### src/rtl/peaks_pkg.sv
// Shared definitions for the peak-frame capture path: register map, word/frame
// layouts and the peak packing helper.
package peaks_pkg;

    // Build configuration of the peak detector feeding this path.
    localparam int PEAKS_N = 6;
    localparam int FREQ_W  = 7;
    localparam int AMPL_W  = 18;

    localparam logic [1:0] ADDR_STATUS = 2'd0;
    localparam logic [1:0] ADDR_DATA   = 2'd1;
    localparam logic [1:0] ADDR_SEQ    = 2'd2;
    localparam logic [1:0] ADDR_CTRL   = 2'd3;

    localparam logic [7:0] DROP_SAT = 8'd255;

    typedef struct packed {
        logic [7:0]  freq;
        logic [23:0] ampl;
    } peak_word_t;

    typedef struct packed {
        peak_word_t [PEAKS_N-1:0] words;
        logic [15:0]              seq;
    } frame_t;

    // Caller supplies freq zero-extended and amplitude sign-extended.
    function automatic peak_word_t pack_peak(input logic [7:0] freq,
                                             input logic signed [23:0] ampl);
        peak_word_t w;
        w.freq = freq;
        w.ampl = ampl;
        return w;
    endfunction

endpackage

### src/rtl/peak_frame_ram.sv
// Frame storage: one lane RAM per peak slot so a whole frame is written in one
// cycle, with an asynchronous read addressed by {frame slot, word index}.
module peak_frame_ram
    import peaks_pkg::*;
#(
    parameter int  DEPTH = 8,
    localparam int PW    = $clog2(DEPTH),
    localparam int WPW   = (PEAKS_N > 1) ? $clog2(PEAKS_N) : 1
) (
    input  logic             clk,
    input  logic             we_i,
    input  logic [PW-1:0]    waddr_i,
    input  frame_t           wdata_i,
    input  logic [PW-1:0]    raddr_i,
    input  logic [WPW-1:0]   word_i,
    output peak_word_t       rword_o,
    output logic [15:0]      rseq_o
);

    peak_word_t  lane_rd [PEAKS_N];
    logic [15:0] seq_mem [DEPTH];

    for (genvar gi = 0; gi < PEAKS_N; gi++) begin : g_lane
        peak_word_t lane_mem [DEPTH];

        always_ff @(posedge clk) begin
            if (we_i) begin
                lane_mem[waddr_i] <= wdata_i.words[gi];
            end
        end

        assign lane_rd[gi] = lane_mem[raddr_i];
    end

    always_ff @(posedge clk) begin
        if (we_i) begin
            seq_mem[waddr_i] <= wdata_i.seq;
        end
    end

    assign rseq_o = seq_mem[raddr_i];

    always_comb begin
        rword_o = '0;
        for (int i = 0; i < PEAKS_N; i++) begin
            if (word_i == WPW'(i)) begin
                rword_o = lane_rd[i];
            end
        end
    end

endmodule

### src/rtl/peak_frame_reader.sv
// Captures one peak list per valid_in pulse into a DEPTH-frame FIFO and serves
// it word by word over an Avalon-MM slave with status, sequence and control.
module peak_frame_reader
    import peaks_pkg::*;
#(
    parameter int DEPTH      = 8,
    parameter int PEAKS      = PEAKS_N,
    parameter int FREQ_WIDTH = FREQ_W,
    parameter int AMPL_WIDTH = AMPL_W
) (
    input  logic                                CLOCK_50,
    input  logic                                reset,
    input  logic                                valid_in,
    input  logic [PEAKS-1:0][AMPL_WIDTH-1:0]    amplitudes_in,
    input  logic [PEAKS-1:0][FREQ_WIDTH-1:0]    freqs_in,
    input  logic                                chipselect,
    input  logic                                read,
    input  logic                                write,
    input  logic [1:0]                          address,
    input  logic [31:0]                         writedata,
    output logic [31:0]                         readdata,
    output logic                                irq
);

    localparam int PW  = $clog2(DEPTH);
    localparam int CW  = PW + 1;
    localparam int WPW = (PEAKS > 1) ? $clog2(PEAKS) : 1;

    logic            v1_q, v2_q;
    logic [PW-1:0]   head_q, head_d;
    logic [PW-1:0]   tail_q, tail_d;
    logic [CW-1:0]   count_q, count_d;
    logic [WPW-1:0]  wptr_q, wptr_d;
    logic [15:0]     seq_q, seq_d;
    logic            ovf_q, ovf_d;
    logic [7:0]      drop_q, drop_d;
    logic [31:0]     rdata_q, rdata_d;
    logic            irq_q;

    logic            capture, rd_en, wr_en, empty, full;
    logic            flush, clear, data_rd, pop, accept, drop;
    frame_t          cap_frame;
    peak_word_t      rd_word;
    logic [15:0]     rd_seq;
    logic            unused_wdata;

    assign unused_wdata = ^writedata[31:2];

    // Second-stage detect gives the peak detector one cycle to settle.
    assign capture = v1_q & ~v2_q;
    assign rd_en   = chipselect & read;
    assign wr_en   = chipselect & write;
    assign empty   = (count_q == '0);
    assign full    = (count_q == CW'(DEPTH));
    assign flush   = wr_en && (address == ADDR_CTRL) && writedata[1];
    assign clear   = wr_en && (address == ADDR_CTRL) && writedata[0];
    assign data_rd = rd_en && (address == ADDR_DATA) && !empty;
    assign pop     = data_rd && (wptr_q == WPW'(PEAKS - 1));
    // A same-cycle final-word pop frees a slot, so a full FIFO still accepts.
    assign accept  = capture && !flush && (!full || pop);
    assign drop    = capture && !flush && full && !pop;

    always_comb begin
        cap_frame     = '0;
        cap_frame.seq = seq_q;
        for (int i = 0; i < PEAKS; i++) begin
            cap_frame.words[i] = pack_peak(8'(freqs_in[i]),
                                           24'($signed(amplitudes_in[i])));
        end
    end

    peak_frame_ram #(
        .DEPTH (DEPTH)
    ) u_ram (
        .clk     (CLOCK_50),
        .we_i    (accept),
        .waddr_i (tail_q),
        .wdata_i (cap_frame),
        .raddr_i (head_q),
        .word_i  (wptr_q),
        .rword_o (rd_word),
        .rseq_o  (rd_seq)
    );

    always_comb begin
        rdata_d = rdata_q;
        if (rd_en) begin
            case (address)
                ADDR_STATUS: rdata_d = {ovf_q, 7'd0, drop_q, 16'(count_q)};
                ADDR_DATA:   rdata_d = empty ? 32'd0 : rd_word;
                ADDR_SEQ:    rdata_d = empty ? 32'd0 : {16'd0, rd_seq};
                default:     rdata_d = 32'd0;
            endcase
        end
    end

    always_comb begin
        head_d  = head_q;
        tail_d  = tail_q;
        count_d = count_q;
        wptr_d  = wptr_q;
        seq_d   = seq_q;
        ovf_d   = ovf_q;
        drop_d  = drop_q;

        if (data_rd) begin
            if (pop) begin
                wptr_d = '0;
                head_d = head_q + PW'(1);
            end else begin
                wptr_d = wptr_q + WPW'(1);
            end
        end

        if (accept) begin
            tail_d = tail_q + PW'(1);
        end

        if (accept && !pop) begin
            count_d = count_q + CW'(1);
        end else if (pop && !accept) begin
            count_d = count_q - CW'(1);
        end

        if (capture) begin
            seq_d = seq_q + 16'd1;
        end

        if (clear) begin
            ovf_d  = 1'b0;
            drop_d = 8'd0;
        end

        if (drop) begin
            ovf_d = 1'b1;
            if (drop_d != DROP_SAT) begin
                drop_d = drop_d + 8'd1;
            end
        end

        if (flush) begin
            head_d  = '0;
            tail_d  = '0;
            count_d = '0;
            wptr_d  = '0;
        end
    end

    always_ff @(posedge CLOCK_50) begin
        if (reset) begin
            v1_q    <= 1'b0;
            v2_q    <= 1'b0;
            head_q  <= '0;
            tail_q  <= '0;
            count_q <= '0;
            wptr_q  <= '0;
            seq_q   <= '0;
            ovf_q   <= 1'b0;
            drop_q  <= '0;
            rdata_q <= '0;
            irq_q   <= 1'b0;
        end else begin
            v1_q    <= valid_in;
            v2_q    <= v1_q;
            head_q  <= head_d;
            tail_q  <= tail_d;
            count_q <= count_d;
            wptr_q  <= wptr_d;
            seq_q   <= seq_d;
            ovf_q   <= ovf_d;
            drop_q  <= drop_d;
            rdata_q <= rdata_d;
            irq_q   <= (count_d != '0);
        end
    end

    assign readdata = rdata_q;
    assign irq      = irq_q;

endmodule
### config.mk
export PLATFORM = sky130hd
export DESIGN_NAME = peak_frame_reader
export DESIGN_NICKNAME = d
export VERILOG_FILES = /design/src/rtl/peaks_pkg.sv /design/src/rtl/peak_frame_ram.sv /design/src/rtl/peak_frame_reader.sv
export SDC_FILE = /design/constraint.sdc
export NUM_CORES = 1
export LEC_CHECK = 0
export CORE_MARGIN = 2
export CORE_UTILIZATION = 40
export CTS_CLUSTER_DIAMETER = 30
export CTS_CLUSTER_SIZE = 14
export DETAILED_ROUTE_END_ITERATION = 8
export PLACE_DENSITY = 0.56
export REMOVE_ABC_BUFFERS = 1
export SYNTH_ARGS = -nofsm -noshare
export SYNTH_HDL_FRONTEND = slang
export SYNTH_HIERARCHICAL = 1
export SYNTH_SLANG_ARGS = --single-unit
### constraint.sdc
create_clock -name CLOCK_50 -period 28.4 [get_ports CLOCK_50]
set_input_delay 7.1 -clock CLOCK_50 [delete_from_list [all_inputs] [get_ports CLOCK_50]]
set_output_delay 7.1 -clock CLOCK_50 [all_outputs]
set_load 0.1 [all_outputs]
==> results.sh, run 1 <==
export IMPL_first_pass_iters=7
export IMPL_dpl_cell_count=5798
export IMPL_critPathMaxFanout=102
export IMPL_cts_made_buffers=352
export IMPL_yosys_warnings=6
export IMPL_setup_viol=0
export IMPL_final_common_cell="edfxtp_1"
export IMPL_r2r_slack_ps=23020
export IMPL_required_ps=28900
export IMPL_synth_seq_cells=1737
export IMPL_clk_pin_slew_ps=50
export IMPL_routedWlPerCell_um=25.0
export IMPL_fin_util_pct=49.9
export IMPL_postCtsHoldBufs=0
export IMPL_met2_usage_pct=30.2
export IMPL_cts_sinks=1737
export IMPL_drtIter0Drc=2984
export IMPL_crit_path_top_delay_cell="buf_4"
export IMPL_fin_cells=6424
export IMPL_path_cells="clkdlybuf4s50_1, nand4b_1, nor3_2, o21a_1, nand2b_1, nor2_4, buf_12, buf_4"
export IMPL_slew_headroom_pct=24.0
export IMPL_fin_nets=4146
export IMPL_grt_util_met1_pct=25.6
export IMPL_drc_errors=0
export IMPL_start_util_pct=40.1
export IMPL_grt_overflow_total=0
export IMPL_antenna_found_initial=26
export IMPL_cts_tree="done"
export IMPL_hpwl_um=79800
export IMPL_portBuffers=192
export IMPL_grt_pass1_wl_um=237000
export IMPL_worstPathArrival_ps=11900
export IMPL_hold_depth=2
export IMPL_seq_area_frac_synth_pct=76.9
export IMPL_synth_top_area_share_pct=74.7
export IMPL_drive_gt1_share_pct=19.6
export IMPL_ys_types=55
export IMPL_grt_max_degree=124
export IMPL_synthToLayoutAreaGrowth_pct=24.3
export IMPL_p_leak_nw=25.9
export IMPL_slew_viol_final=0
export IMPL_core_area_um2=167000
export IMPL_grt_pass1_vias=35800
export IMPL_ctsResizeCount=0
export IMPL_vias_per_cell=5.35
export IMPL_period_needed_ps=11400
export IMPL_cts_setup_buffers=0
export IMPL_power_density_nw_per_um2=83.5
export IMPL_grt_usage_pct=18.9
export IMPL_die_h_um=413
export IMPL_fp_dieArea_um2=170000
export IMPL_max_freq_mhz=87.7
export IMPL_syn_avg_cell_area_um2=19.2
export IMPL_outcome="finished clean"
export IMPL_setup_tns_final_ps=0
export IMPL_num_fill_cells=13600
export IMPL_synth_area_um2=66900
export IMPL_synth_area_leaders="edfxtp_1, mux2i_1, mux4_2"
export IMPL_synth_async_sr_flop_share_pct=0
export IMPL_die_w_um=413
export IMPL_worstMarginPinSlew_ps=1140
export IMPL_r2r_cells=9
export IMPL_endpoint_kind="register"
export IMPL_drv_cap=0
export IMPL_grt_busiest_layer="met2"
export IMPL_critPathMaxStageDelay_ps=770
export IMPL_rows=150
export IMPL_ioPinCount=223
export IMPL_power_mw=6.95
export IMPL_multi_input_area_um2=14800
export IMPL_insertion_delay_ps=920
export IMPL_start_kind="input pin"
export IMPL_synthFlopType="edfxtp_1"
export IMPL_ant_nets=0
export IMPL_rsz0062_at_grt="false"
export IMPL_htree_num_levels=5
export IMPL_syn_inst=3481
export IMPL_fin_skew_ps=61.6
export IMPL_wl_um=161000
export IMPL_yosysTopAreaCell="edfxtp_1"
export IMPL_hold_viol_final=0
export IMPL_vias=34400
export IMPL_synth_edf_count=1664
export IMPL_grtUsageMet3_pct=4.37
export IMPL_gp_congestion=0.744
export IMPL_cts_buffer_depth=4
export IMPL_seq_area_um2=51400
export IMPL_fin_crit_sh_pct=40.2
export IMPL_worstSetupPathType="in -> reg"
export IMPL_cts_root_buffer="clkbuf_16"
export IMPL_peakVddDrop_mv=0.0432
export IMPL_hp_class="reg -> reg"
export IMPL_final_cell_mix="edfxtp_1, mux2i_1, clkbuf_16"
==> critical path: cells and delay by family <==
kind            cells  cell delay (ps)
simple gates        4             2240
buf+inv             3             2070
compound gates      1              350
==> sequential cells by signal, indices dropped and copies added (netlist names), 3 cells and up <==
register	flops
count_q	4
drop_q	8
head_q	3
seq_q	16
readdata	32
wptr_q	3
u_ram/g_lane.lane_mem	1536
u_ram/seq_mem	128
tail_q	3
==> stage by stage <==
step	hold WS, ps	setup slack (ps)	area (µm²)
after floorplan	430	2320	66100
after global placement	447	16100	71600
after detailed placement	451	16090	71600
after CTS	458	17000	83200
after global routing	480	16770	83200
final	460	17000	83200
==> routing by layer <==
metal  share of wire [%]  vias up
met5                0.13        -
met4                 2.4       32
met3                 5.9      265
met2                  48     1004
met1                  44    17800
li1                    -    15200
==> synthesized netlist by cell type, types with 15 or more instances <==
cell type / count
edfxtp_1: 1664
mux2i_1: 580
a22oi_1: 268
mux4_2: 160
nand2_1: 123
clkbuf_1: 102
buf_2: 75
nor2_1: 75
dfxtp_1: 73
o22ai_1: 64
nand3_1: 44
o21ai_0: 36
or3_1: 35
a222oi_1: 19
mux2_2: 16
xor2_1: 15
==> layout make-up <==
class                           count  area share [%]
Tap cell                         2204            3.32
Timing Repair Buffer              263            3.08
Sequential cell                  1737            61.9
Clock buffer                      391            10.9
Clock inverter                    232            3.03
Multi-Input combinational cell   1590            17.8
Antenna cell                        3         0.00903
Inverter                            4          0.0181
==> power breakdown <==
part	leakage, nW	internal [mW]	switching, mW
clock network	5.59	2.68	1.30
registers	15.6	2.84	0.00672
logic	4.65	0.0421	0.0755
total	25.9	5.56	1.38
==> logic make-up after synthesis <==
logic type	after synthesis	synth area share, %
fa+ha+maj	8	0.150
compound gates	419	4.52
flops	1737	76.9
simple gates	332	2.33
other cells	1	0.00561
mux	756	14.3
xor+xnor	27	0.354
buf+inv	201	1.41
==> worst paths after layout <==
| check | from | end |
|---|---|---|
| setup / recovery | address[1] | u_ram/g_lane[1].lane_mem[4][30] |
| hold / removal | ovf_q | ovf_q |
| hold reg to reg | ovf_q | ovf_q |
| setup reg to reg | head_q[0] | readdata[13] |
Power figures use the tool's default switching activity.
==> run 2, diff against run 1 <==
clock period = 11.9 ns   (was 28.4 ns; I/O delays follow)
==> run 2 against run 1 <==
Sequential cell count did not move. Critical path depth did not move. Wire length rose by 0.41%. Cell area rose by 0.93%. Sequential power rose by 140%. Largest power group unchanged.
==> results.sh, run 2 (synthesized netlist as in run 1, its figures left out) <==
export IMPL_outcome="finished clean"
export IMPL_cp_depth=8
export IMPL_final_common_cell="edfxtp_1"
export IMPL_postCtsHoldBufs=0
export IMPL_p_leak_nw=26.3
export IMPL_critPathMaxFanout=35
export IMPL_gp_congestion=0.747
export IMPL_dpl_cell_area_um2=71600
export IMPL_drtIter0Drc=2795
export IMPL_cts_buffer_depth=4
export IMPL_cts_tree="done"
export IMPL_wl_um=161000
export IMPL_peakVddDrop_mv=0.129
export IMPL_hold_ws_ps=454
export IMPL_r2r_cells=11
export IMPL_critPathTopFamily="simple AND/OR/NAND/NOR gates"
export IMPL_ctsResizeCount=0
export IMPL_vias=34700
export IMPL_final_cell_mix="edfxtp_1, mux2i_1, clkbuf_16"
export IMPL_worstPathArrival_ps=7450
export IMPL_fin_crit_sh_pct=58.3
export IMPL_drv_cap=0
export IMPL_largest_register="u_ram/g_lane.lane_mem"
export IMPL_start_util_pct=40.1
export IMPL_grt_pass1_vias=35900
export IMPL_met2_usage_pct=30.2
export IMPL_worstMarginPinSlew_ps=1110
export IMPL_grtUsageMet3_pct=4.59
export IMPL_drive_gt1_share_pct=19.9
export IMPL_slew_headroom_pct=25.8
export IMPL_rsz0062_at_grt="false"
export IMPL_portBuffers=192
export IMPL_grt_usage_pct=18.9
export IMPL_largest_register_ffs=1536
export IMPL_cp_common_cell="buf_4"
export IMPL_first_pass_iters=5
export IMPL_insertion_delay_ps=940
export IMPL_die_w_um=413
export IMPL_critPathMaxStageDelay_ps=880
export IMPL_core_area_um2=167000
export IMPL_r2r_start="head_q[1]"
export IMPL_die_h_um=413
export IMPL_required_ps=12420
export IMPL_grt_pass1_wl_um=237000
export IMPL_fin_skew_ps=70.9
export IMPL_multi_input_area_um2=14800
export IMPL_fin_util_pct=50.4
export IMPL_hpwl_um=81200
export IMPL_grt_max_degree=134
export IMPL_crit_path_top_delay_cell="nor2_4"
export IMPL_synthToLayoutAreaGrowth_pct=25.5
export IMPL_num_fill_cells=13600
export IMPL_reg2reg_to="readdata[1]"
export IMPL_hold_viol_final=0
export IMPL_seq_area_um2=51400
export IMPL_crit_buf_inv=3
export IMPL_vias_per_cell=5.37
export IMPL_ant_nets=0
export IMPL_grt_busiest_layer="met2"
export IMPL_setup_viol=0
export IMPL_cp_endpoint="u_ram/g_lane[2].lane_mem[2][7]"
export IMPL_path_cells="clkdlybuf4s50_1, nand4b_1, nor3_2, o21a_1, nand2b_1, nor2_4, buf_4, buf_4"
export IMPL_rows=150
export IMPL_r2r_slack_ps=6740
export IMPL_design_area_um2=83900
export IMPL_grt_util_met1_pct=25.6
export IMPL_start_kind="input pin"
export IMPL_slew_viol_final=0
export IMPL_clk_pin_slew_ps=40
export IMPL_routedWlPerCell_um=25.0
export IMPL_cts_sinks=1737
export IMPL_fp_dieArea_um2=170000
export IMPL_cts_setup_buffers=0
export IMPL_drc_errors=0
export IMPL_crit_start="address[0]"
export IMPL_endpoint_kind="register"
export IMPL_fin_nets=4164
export IMPL_grt_overflow_total=0
export IMPL_antenna_found_initial=23
export IMPL_cts_made_buffers=369
export IMPL_cts_root_buffer="clkbuf_16"
export IMPL_power_density_nw_per_um2=204
export IMPL_hp_class="reg -> reg"
export IMPL_htree_num_levels=5
export IMPL_worstSetupPathType="in -> reg"
export IMPL_max_freq_mhz=144
export IMPL_period_needed_ps=6930
export IMPL_ioPinCount=223
-- run 2: cell types whose count changed in the layout (fill, tap and decap cells not counted), sizes merged --
| cell | delta |
|---|---|
| clkinv | +1 |
| bufinv | +10 |
| clkbuf | +50 |
| diode | -1 |
| inv | -22 |
| buf | +1 |
-- run 2: final cells by class --
type / instances / share of cell area [%]
clock buffer: 441 / 11.6
timing repair buffer: 264 / 3.06
antenna: 2 / 0.00596
clock inverter: 221 / 3.13
inverter: 4 / 0.0179
multi-input combinational: 1590 / 17.6
sequential: 1737 / 61.3
tap: 2204 / 3.29
-- run 2: layer usage --
layer / share of wire (%) / vias to the layer above / wire length, µm
li1: - / 15300 / -
met1: 44 / 18100 / 70800
met2: 48 / 994 / 77000
met3: 6.1 / 280 / 9880
met4: 2.2 / 28 / 3590
met5: 0.11 / - / 173
-- run 2: where the power goes --
| group | internal (mW) | total [mW] | switching [mW] |
|---|---|---|---|
| sequential | 6.77 | 6.79 | 0.0163 |
| combinational | 0.100 | 0.281 | 0.181 |
| clock | 6.93 | 10.0 | 3.12 |
| total | 13.8 | 17.1 | 3.31 |
-- run 2: worst register-to-register path: stages, from the launching register on --
cell	delay (ps)
dfxtp_4	700
buf_4	720
nor2b_4	930
buf_4	470
buf_4	720
a22oi_1	180
nand3_1	130
o21ai_0	140
or3_1	430
a22o_1	260
a222oi_1	300
nor2_1	60
-- run 2: how the worst min path moves through the flow --
| stage | start | endpoint | slack [ps] | cells past startpoint |
|---|---|---|---|---|
| floorplan | ovf_q | ovf_q | 430 | 2 |
| CTS | ovf_q | ovf_q | 450 | 2 |
| global placement | ovf_q | ovf_q | 450 | 2 |
| global route | ovf_q | ovf_q | 480 | 2 |
| detailed placement | ovf_q | ovf_q | 450 | 2 |
| finish | ovf_q | ovf_q | 450 | 2 |
-- run 2: stage by stage --
stage	TNS, ps	total power, mW	worst slack, ps	cells
2_1_floorplan	-5467740	7.03	-14180	3331
3_5_place_dp	0	7.18	4110	5799
5_1_grt	0	17.6	4770	6462
6_report	0	17.1	4970	6463
3_3_place_gp	0	7.18	4060	5799
4_1_cts	0	17.3	5030	6461
